**src/rtl/posdf_pkg.sv**
```systemverilog
// posdf_pkg: shared state encodings and default parameters for the POS sweep controller
package posdf_pkg;
  localparam int N_IN_DEF = 3;
  localparam int SETTLE_DEF = 2;
  localparam logic [1:0] ST_IDLE   = 2'd0;
  localparam logic [1:0] ST_SETTLE = 2'd1;
  localparam logic [1:0] ST_SAMPLE = 2'd2;
  localparam logic [1:0] ST_DONE   = 2'd3;
endpackage

```
**src/rtl/posdf_sweep_ctrl_if.sv**
```systemverilog
// posdf_sweep_ctrl_if: host/unit handshake and result bus of the sweep controller
interface posdf_sweep_ctrl_if import posdf_pkg::*; #(parameter int N_IN = N_IN_DEF) ();
  localparam int TT_W = 1 << N_IN;
  logic start;
  logic abort;
  logic [TT_W-1:0] expect_tt;
  logic dut_y;
  logic [N_IN-1:0] vec;
  logic busy;
  logic done;
  logic pass;
  logic [TT_W-1:0] tt_out;
  logic [N_IN-1:0] fail_idx;
  logic fail_valid;
  modport master (output start, abort, expect_tt, dut_y,
                  input vec, busy, done, pass, tt_out, fail_idx, fail_valid);
  modport slave (input start, abort, expect_tt, dut_y,
                 output vec, busy, done, pass, tt_out, fail_idx, fail_valid);
endinterface

```
**src/rtl/posdf_settle_timer.sv**
```systemverilog
// posdf_settle_timer: 8-bit loadable down-counter with zero flag
module posdf_settle_timer (
  input  logic       clk,
  input  logic       rst,
  input  logic       load,
  input  logic       dec,
  input  logic [7:0] load_val,
  output logic       zero
);
  logic [7:0] cnt;
  assign zero = cnt == 8'd0;
  // load wins over decrement; decrement saturates at zero
  always_ff @(posedge clk or posedge rst)
    if (rst) cnt <= 8'd0;
    else if (load) cnt <= load_val;
    else if (dec && !zero) cnt <= cnt - 8'd1;
endmodule

```
**src/rtl/posdf_sweep_ctrl.sv**
```systemverilog
// posdf_sweep_ctrl: exhaustive truth-table sweep and compare for the POS unit
module posdf_sweep_ctrl import posdf_pkg::*; #(
  parameter int N_IN = N_IN_DEF,
  parameter int SETTLE_CYCLES = SETTLE_DEF
) (
  input logic clk,
  input logic rst,
  posdf_sweep_ctrl_if.slave bus
);
  localparam int TT_W = 1 << N_IN;
  localparam logic [7:0] RELOAD = 8'(SETTLE_CYCLES - 1);
  logic [1:0] state;
  logic [N_IN-1:0] idx, fi;
  logic [TT_W-1:0] exp_l, cap, diff;
  logic zero, load, dec, last, accept;
  assign accept = state == ST_IDLE && bus.start && !bus.abort;
  assign last = idx == N_IN'(TT_W - 1);
  assign load = accept || (state == ST_SAMPLE && !last && !bus.abort);
  assign dec = state == ST_SETTLE;
  assign diff = cap ^ exp_l;
  posdf_settle_timer u_timer (
    .clk(clk),
    .rst(rst),
    .load(load),
    .dec(dec),
    .load_val(RELOAD),
    .zero(zero)
  );
  // table including the bit being sampled this cycle, so the verdict is ready with done
  always_comb begin
    cap = bus.tt_out;
    cap[idx] = bus.dut_y;
  end
  // lowest mismatching vector wins
  always_comb begin
    fi = '0;
    for (int k = TT_W - 1; k >= 0; k--) if (diff[k]) fi = N_IN'(k);
  end
  // sweep FSM with registered outputs; abort overrides every transition
  always_ff @(posedge clk or posedge rst)
    if (rst) begin
      state <= ST_IDLE;
      idx <= '0;
      exp_l <= '0;
      bus.vec <= '0;
      bus.busy <= 1'b0;
      bus.done <= 1'b0;
      bus.pass <= 1'b0;
      bus.tt_out <= '0;
      bus.fail_idx <= '0;
      bus.fail_valid <= 1'b0;
    end else if (bus.abort) begin
      state <= ST_IDLE;
      bus.vec <= '0;
      bus.busy <= 1'b0;
      bus.done <= 1'b0;
      bus.pass <= 1'b0;
      bus.fail_valid <= 1'b0;
    end else
      case (state)
        ST_IDLE: begin
          bus.done <= 1'b0;
          if (bus.start) begin
            exp_l <= bus.expect_tt;
            bus.tt_out <= '0;
            bus.pass <= 1'b0;
            bus.fail_idx <= '0;
            bus.fail_valid <= 1'b0;
            idx <= '0;
            bus.vec <= '0;
            bus.busy <= 1'b1;
            state <= ST_SETTLE;
          end
        end
        ST_SETTLE: if (zero) state <= ST_SAMPLE;
        ST_SAMPLE: begin
          bus.tt_out <= cap;
          if (last) begin
            state <= ST_DONE;
            bus.busy <= 1'b0;
            bus.done <= 1'b1;
            bus.pass <= ~|diff;
            bus.fail_idx <= fi;
            bus.fail_valid <= |diff;
          end else begin
            idx <= idx + 1'b1;
            bus.vec <= idx + 1'b1;
            state <= ST_SETTLE;
          end
        end
        default: begin
          bus.done <= 1'b0;
          bus.vec <= '0;
          state <= ST_IDLE;
        end
      endcase
endmodule
```
**src/flat_wrapper.sv**
```systemverilog
// flat-port wrapper written by rule: the top's interface ports become plain ports
module posdf_sweep_ctrl_flat import posdf_pkg::*;
#(
  parameter int N_IN = N_IN_DEF,
  parameter int SETTLE_CYCLES = SETTLE_DEF
)
  (clk, rst, bus_start, bus_abort, bus_expect_tt, bus_dut_y, bus_vec, bus_busy, bus_done, bus_pass, bus_tt_out, bus_fail_idx, bus_fail_valid);
  posdf_sweep_ctrl_if #(.N_IN(N_IN)) bus_i ();
  input logic clk;
  input logic rst;
  input wire logic [$bits(bus_i.start)-1:0] bus_start;
  input wire logic [$bits(bus_i.abort)-1:0] bus_abort;
  input wire logic [$bits(bus_i.expect_tt)-1:0] bus_expect_tt;
  input wire logic [$bits(bus_i.dut_y)-1:0] bus_dut_y;
  output wire logic [$bits(bus_i.vec)-1:0] bus_vec;
  output wire logic [$bits(bus_i.busy)-1:0] bus_busy;
  output wire logic [$bits(bus_i.done)-1:0] bus_done;
  output wire logic [$bits(bus_i.pass)-1:0] bus_pass;
  output wire logic [$bits(bus_i.tt_out)-1:0] bus_tt_out;
  output wire logic [$bits(bus_i.fail_idx)-1:0] bus_fail_idx;
  output wire logic [$bits(bus_i.fail_valid)-1:0] bus_fail_valid;
  assign bus_i.start = bus_start;
  assign bus_i.abort = bus_abort;
  assign bus_i.expect_tt = bus_expect_tt;
  assign bus_i.dut_y = bus_dut_y;
  assign bus_vec = bus_i.vec;
  assign bus_busy = bus_i.busy;
  assign bus_done = bus_i.done;
  assign bus_pass = bus_i.pass;
  assign bus_tt_out = bus_i.tt_out;
  assign bus_fail_idx = bus_i.fail_idx;
  assign bus_fail_valid = bus_i.fail_valid;
  posdf_sweep_ctrl #(.N_IN(N_IN), .SETTLE_CYCLES(SETTLE_CYCLES)) u_core (.clk(clk), .rst(rst), .bus(bus_i));
endmodule
```
**config.mk**
```make
export PLATFORM = sky130hd
export DESIGN_NAME = posdf_sweep_ctrl_flat
export DESIGN_NICKNAME = d
export VERILOG_FILES = /design/src/rtl/posdf_pkg.sv /design/src/rtl/posdf_sweep_ctrl_if.sv /design/src/rtl/posdf_settle_timer.sv /design/src/rtl/posdf_sweep_ctrl.sv /design/src/flat_wrapper.sv
export SDC_FILE = /design/constraint.sdc
export NUM_CORES = 1
export LEC_CHECK = 0
export BUFFER_PORTS_ARGS = -buffer_cell sky130_fd_sc_hd__buf_2
export CAP_MARGIN = 5
export CORE_MARGIN = 5
export CORE_UTILIZATION = 35
export DETAILED_ROUTE_END_ITERATION = 7
export GPL_TIMING_DRIVEN = 0
export PLACE_DENSITY = 0.58
export SYNTH_ARGS = -nofsm -noshare
export SYNTH_HDL_FRONTEND = slang
export SYNTH_SLANG_ARGS = --single-unit
```
**constraint.sdc**
```tcl
create_clock -name clk -period 1.8 [get_ports clk]
set_input_delay 0.36 -clock clk [delete_from_list [all_inputs] [get_ports clk]]
set_output_delay 0.36 -clock clk [all_outputs]
set_load 0.005 [all_outputs]
```
# --- Word-level counts from Yosys, hierarchy flattened ---
# Cells that the tools add are included.
classes:
  add_sub_neg: 2
  magnitude_cmp: 2
  n_eq_ne: 11
  muxes: 41
  bitwise: 2
  n_reduce_logical: 25
op_table:
  columns: ["operator", "count"]
  rows:
  - ["two-way mux 3 bit", 12]
  - ["two-way mux 8 bit", 3]
  - ["one-hot mux 8 bit (2 select lines)", 1]
  - ["one-hot mux 3 bit (2 select lines)", 2]
  - ["AND reduction 3 bit", 4]
  - ["two-way mux 1 bit", 11]
  - ["one-hot mux 3 bit (3 select lines)", 1]
  - ["bitwise mux 8 bit", 1]
  - ["zero test 8 bit", 1]
  - ["two-way mux 2 bit", 4]
  - ["one-hot mux 1 bit (2 select lines)", 4]
  - ["AND reduction 4 bit", 2]
  - ["OR reduction 8 bit", 1]
  - ["subtractor 8 x 1 -> 8 bit, second input constant", 1]
  - ["bitwise XOR 8 bit", 1]
  - ["logical AND 1 bit", 6]
  - ["!= test 2 bit, second input constant", 3]
  - ["!= test 3 x 2 -> 1 bit, second input constant", 2]
  - ["!= test 3 bit, second input constant", 2]
  - ["one-hot mux 2 bit (3 select lines)", 1]
  - ["zero test 1 bit", 4]
  - ["< comparator 3 x 4 -> 1 bit, second input constant", 1]
  - ["AND reduction 2 bit", 2]
  - ["nonzero test 2 bit", 2]
  - ["11 further kinds", 11]
totals:
  reg_bits: 39
  inputBits: 13
  out_inout_bits: 18
  elab_cells: 94

# --- Logic depth before layout (Yosys ltp) ---
logic_depth:
  ltp_word: 16
  depth_mapped: 8
  mapped_depth_nobuf: 8

# --- By module ---
# A second synthesis with hierarchy kept.
hier_totals:
  hier_cells: 228
  area_unflattened_um2: 2252.2
modules_own_cells:
  columns: ["mod", "instances", "cells_per_inst", "area_each_um2", "seq_area_each_um2"]
  rows:
  - ["posdf_sweep_ctrl", 1, 164, 1702.9, 775.7]
  - ["posdf_settle_timer", 1, 64, 549.3, 200.2]

# --- Least setup slack after synthesis ---
# No wires, ideal clock.
synth_timing:
  path_kind: "register to register"
  start: "register u_core.idx[0]"
  end: "register u_core.bus.fail_valid"
  setup_time_ns: 0.121
  t_arrival_ns: 1.824
  required_ns: 1.679
  slack_ns: -0.145
  path_stages_with_launch: 8
  n_path_buf: 1
  synth_period_minus_slack_ns: 1.945
  path_cell_list: "dfrtp_1 buf_4 nor3b_4 mux2i_2 xnor2_1 nor4_4 nand4_1 a32o_2"
synth_via:
  elab_chain_cells: 10
  elab_cells_between_ends: 14
  cone_classes: "order compare (2); eq/ne (2); mux (6); bitwise (1); reduce/logical (3)"
synth_lines:
  columns: ["element", "line", "rtl"]
  rows:
  - ["from (decl)", "posdf_sweep_ctrl.sv:13", "logic [N_IN-1:0] idx, fi;"]
  - ["from (signal assigned)", "posdf_sweep_ctrl.sv:86", "idx <= idx + 1'b1;"]
  - ["< comparator 3 x 4 -> 1 bit (implied by the code) / greater-or-equal comparator 3 x 1 -> 1 bit (equally long branches)", "posdf_sweep_ctrl.sv:32", "cap[idx] = bus.dut_y;"]
  - ["logical AND 1 bit (implied by the code)", "posdf_sweep_ctrl.sv:32", null]
  - ["two-way mux 1 bit (implied by the code)", "posdf_sweep_ctrl.sv:32", null]
  - ["demux 1 bit (select 3 bit)", null, null]
  - ["bitwise mux 8 bit", "posdf_sweep_ctrl.sv:32", null]
  - ["bitwise XOR 8 bit", "posdf_sweep_ctrl.sv:20", "assign diff = cap ^ exp_l;"]
  - ["OR reduction 8 bit", "posdf_sweep_ctrl.sv:84", "bus.fail_valid <= |diff;"]
  - ["two-way mux 1 bit", "posdf_sweep_ctrl.sv:78", "if (last) begin"]
  - ["one-hot mux 1 bit (2 select lines)", "posdf_sweep_ctrl.sv:60", "case (state)"]
  - ["two-way mux 1 bit", "posdf_sweep_ctrl.sv:52", "end else if (bus.abort) begin"]
  - ["to (signal assigned)", "posdf_sweep_ctrl.sv:84", null]
  - ["to (decl)", "posdf_sweep_ctrl_if.sv:18", "output vec, busy, done, pass, tt_out, fail_idx, fail_valid);"]
# Several ways; a longest one is shown, not always the timed one. The select of a mux whose other input is x is not followed.
# A chain may end at the register's enable or synchronous reset.

# --- Worst setup path in the final report ---
layout_timing:
  start: "register u_core.idx[1]"
  end: "register u_core.bus.fail_valid"
# Same word-level chain as after synthesis.

==> results.yml <==
outcome:
  status: "finished with violations"
  violations: "setup timing"
sta:
  setup_slack_ns: -0.257
  clock_skew_ns: 0.00841
  slew_headroom: 0.452
  min_period_ns: 2.06
  rsz0062_at_grt: "true"
  maxSlewViolCount: 0
  finalCritPeriodShare: 1.14
  tightest_slew_ns: 0.821
  fmax_mhz: 486
  fin_hold_ws_ns: 0.224
  finalSetupViolations: 11
  hold_violations: 0
yosys:
  syn_area_per_cell_um2: 10.8
  yosys_most_used_dff: "dfrtp_1"
  syn_inst: 189
  async_reset_ff_frac: 1.00
  synth_edf_count: 0
  syn_area_um2: 2030
  ys_seq_elements: 39
  synth_seq_area_share: 0.480
  yosys_warnings: 0
  ys_types: 43
  syn-num-nets: 206
worst_setup_path:
  timing_worst_setup_path_type: "reg -> reg"
  cp.arrival_ns: 2.25
  worst-path-max-fanout: 5
  endpoint_kind: "flip-flop"
  required_ns: 1.99
  critPathLaunchType: "flip-flop"
global_routing:
  grt_pass1_vias: 1693
  grt.total_usage: 0.139
  antenna_found_initial: 0
  grt_start_max_net_pins: 40
  overflow: 0
  grt_pass1_wl_um: 8120
clocking:
  ctsHoldBuffers: 0
  clk_latency_ns: 0.30
  clk_pin_slew_ns: 0.08
  cts-buffers-inserted: 5
  cts.sinks: 39
  cts_max_level: 2
  cts-root-buf: "clkbuf_8"
  clk_path_buf_depth: 2
  cts_tree: "done"
floorplan:
  die-height_um: 86.2
  core_um2: 5570
  io_pins: 31
  initial_utilization: 0.365
  die_w_um: 86.2
  die-area_um2: 7430
  rows: 27
cells_and_area:
  layout-drive-gt1-share: 0.483
  area_delta_synth_final_pct: 38.7
  fill_cells: 533
  layout_commonest_cell: "dfrtp_1"
  final_cell_mix: "dfrtp_1, buf_4, buf_2"
  nets: 275
  diodes: 0
  final_area_um2: 2820
route:
  drt-initial-drc-count: 83
  antenna_left: 0
  via_count: 1640
  firstDrtPassIters: 4
  wl_um: 4860
  avgViaCountPerCell: 4.95
  drcViolationCount: 0
  wire_per_inst_um: 14.7
min_path:
  hold_path_class: "in -> async"
power:
  power_density_nw_per_um2: 1060
  vdd_drop_max_uv: 573
  cellLeakagePower_nw: 1.38
placed_design:
  hpwl_um: 3130
  place_area_um2: 2280
  routabilityCongestion: 0.792
  port_buffers: 29
run:
  max-cap-violations: 0
## cell usage after synthesis, types with 2 or more instances
master	instances	area, um2
nor2_1	11	41.3
buf_6	2	22.5
mux2_2	8	90.1
mux2i_1	7	70.1
ha_1	4	50.1
nor2b_1	3	18.8
a21o_1	5	37.5
o31ai_1	3	22.5
o21ai_0	7	35.0
or2_2	2	12.5
o22ai_1	4	25.0
inv_1	11	41.3
dfrtp_1	39	976
a32o_1	6	60.1
xnor2_1	10	87.6
nor3b_1	3	22.5
clkbuf_1	4	15.0
nand3b_1	4	30.0
a21oi_1	10	50.1
o211ai_1	2	15.0
nand2_1	13	48.8
xor2_1	3	26.3
nor3_1	5	25.0
nand3_1	4	20.0
## per-stage QoR
step	total power, mW	TNS, ns	setup WS, ns	util	instances
global route	3.18	-2.27	-0.386	0.506	331
detailed placement	1.97	-3.92	-0.358	0.408	290
floorplan	1.81	-0.0580	-0.0580	-	189
CTS	2.89	-1.18	-0.254	0.483	327
global placement	1.95	-5.18	-0.317	0.408	290
finish	3.00	-1.24	-0.257	0.506	331
## routing by layer
metal / wire, um / GRT usage
met1: 2340 / 0.189
met2: 2280 / 0.219
met3: 154 / 0.0276
met4: 88 / 0.0552
met5: 0 / 0
## power breakdown
group          total, mW  internal (mW)  switching (mW)
clock              0.580          0.272           0.307
combinational       1.21          0.639           0.567
sequential          1.21           1.05           0.161
## what timing repair did
| action | in CTS | in global routing |
|---|---|---|
| pin swaps | 15 | 16 |
| gates resized for setup | 28 | 23 |
| cloned | 0 | 0 |
| endpoints found under the setup margin | 29 | 28 |
| hold endpoints to repair | 0 | 0 |
| buffers inserted | 29 | 5 |
## sequential cells by signal (all words and copies together) (netlist names)
| register | count |
|---|---|
| u_core.bus.done | 1 |
| u_core.bus.fail_valid | 1 |
| u_core.exp_l | 8 |
| u_core.bus.busy | 1 |
| u_core.u_timer.cnt | 8 |
| u_core.bus.fail_idx | 3 |
| u_core.bus.vec | 3 |
| u_core.bus.tt_out | 8 |
| u_core.state | 2 |
| u_core.idx | 3 |
| u_core.bus.pass | 1 |
## critical path, cell delays in order (launching register included)
cell,delay [ns]
dfrtp_1,0.40
buf_6,0.14
buf_4,0.14
buf_4,0.14
nor3b_4,0.23
mux2i_2,0.32
xnor2_2,0.12
inv_1,0.08
nand4_1,0.10
a32o_2,0.28
## layout make-up
| cell class | count | area [um2] | area share |
|---|---|---|---|
| inverters | 11 | 41.3 | 0.0146 |
| well taps | 72 | 90.1 | 0.0319 |
| multi-input cells | 132 | 1170 | 0.417 |
| clock inverters | 1 | 5.00 | 0.00177 |
| clock buffers | 7 | 76.3 | 0.0271 |
| repair buffers | 62 | 404 | 0.143 |
| plain buffers | 7 | 51.3 | 0.0182 |
| flip-flops and latches | 39 | 977 | 0.346 |
## final timing paths
kind                                   start                    end  slack [ns]  cells past startpoint
min                                      rst  u_core.bus.fail_valid        0.22                      2
max in group asynchronous                rst        u_core.state[1]        1.01                      2
max                            u_core.idx[1]  u_core.bus.fail_valid       -0.26                      9
max reg2reg                    u_core.idx[1]  u_core.bus.fail_valid       -0.26                      9
min in group clk            bus_expect_tt[5]        u_core.exp_l[5]        0.29                      2
min reg2reg                u_core.bus.vec[2]      u_core.bus.vec[2]        0.48                      2
## logic make-up after synthesis
kind of cell / count (synthesis) / synth area share
buf+inv: 18 / 0.0425
compound gates: 46 / 0.161
fa+ha+maj: 4 / 0.0246
mux: 16 / 0.0855
xor+xnor: 13 / 0.0560
simple gates: 53 / 0.151
flops: 39 / 0.480
No activity file was read; power rests on OpenSTA's default activity.
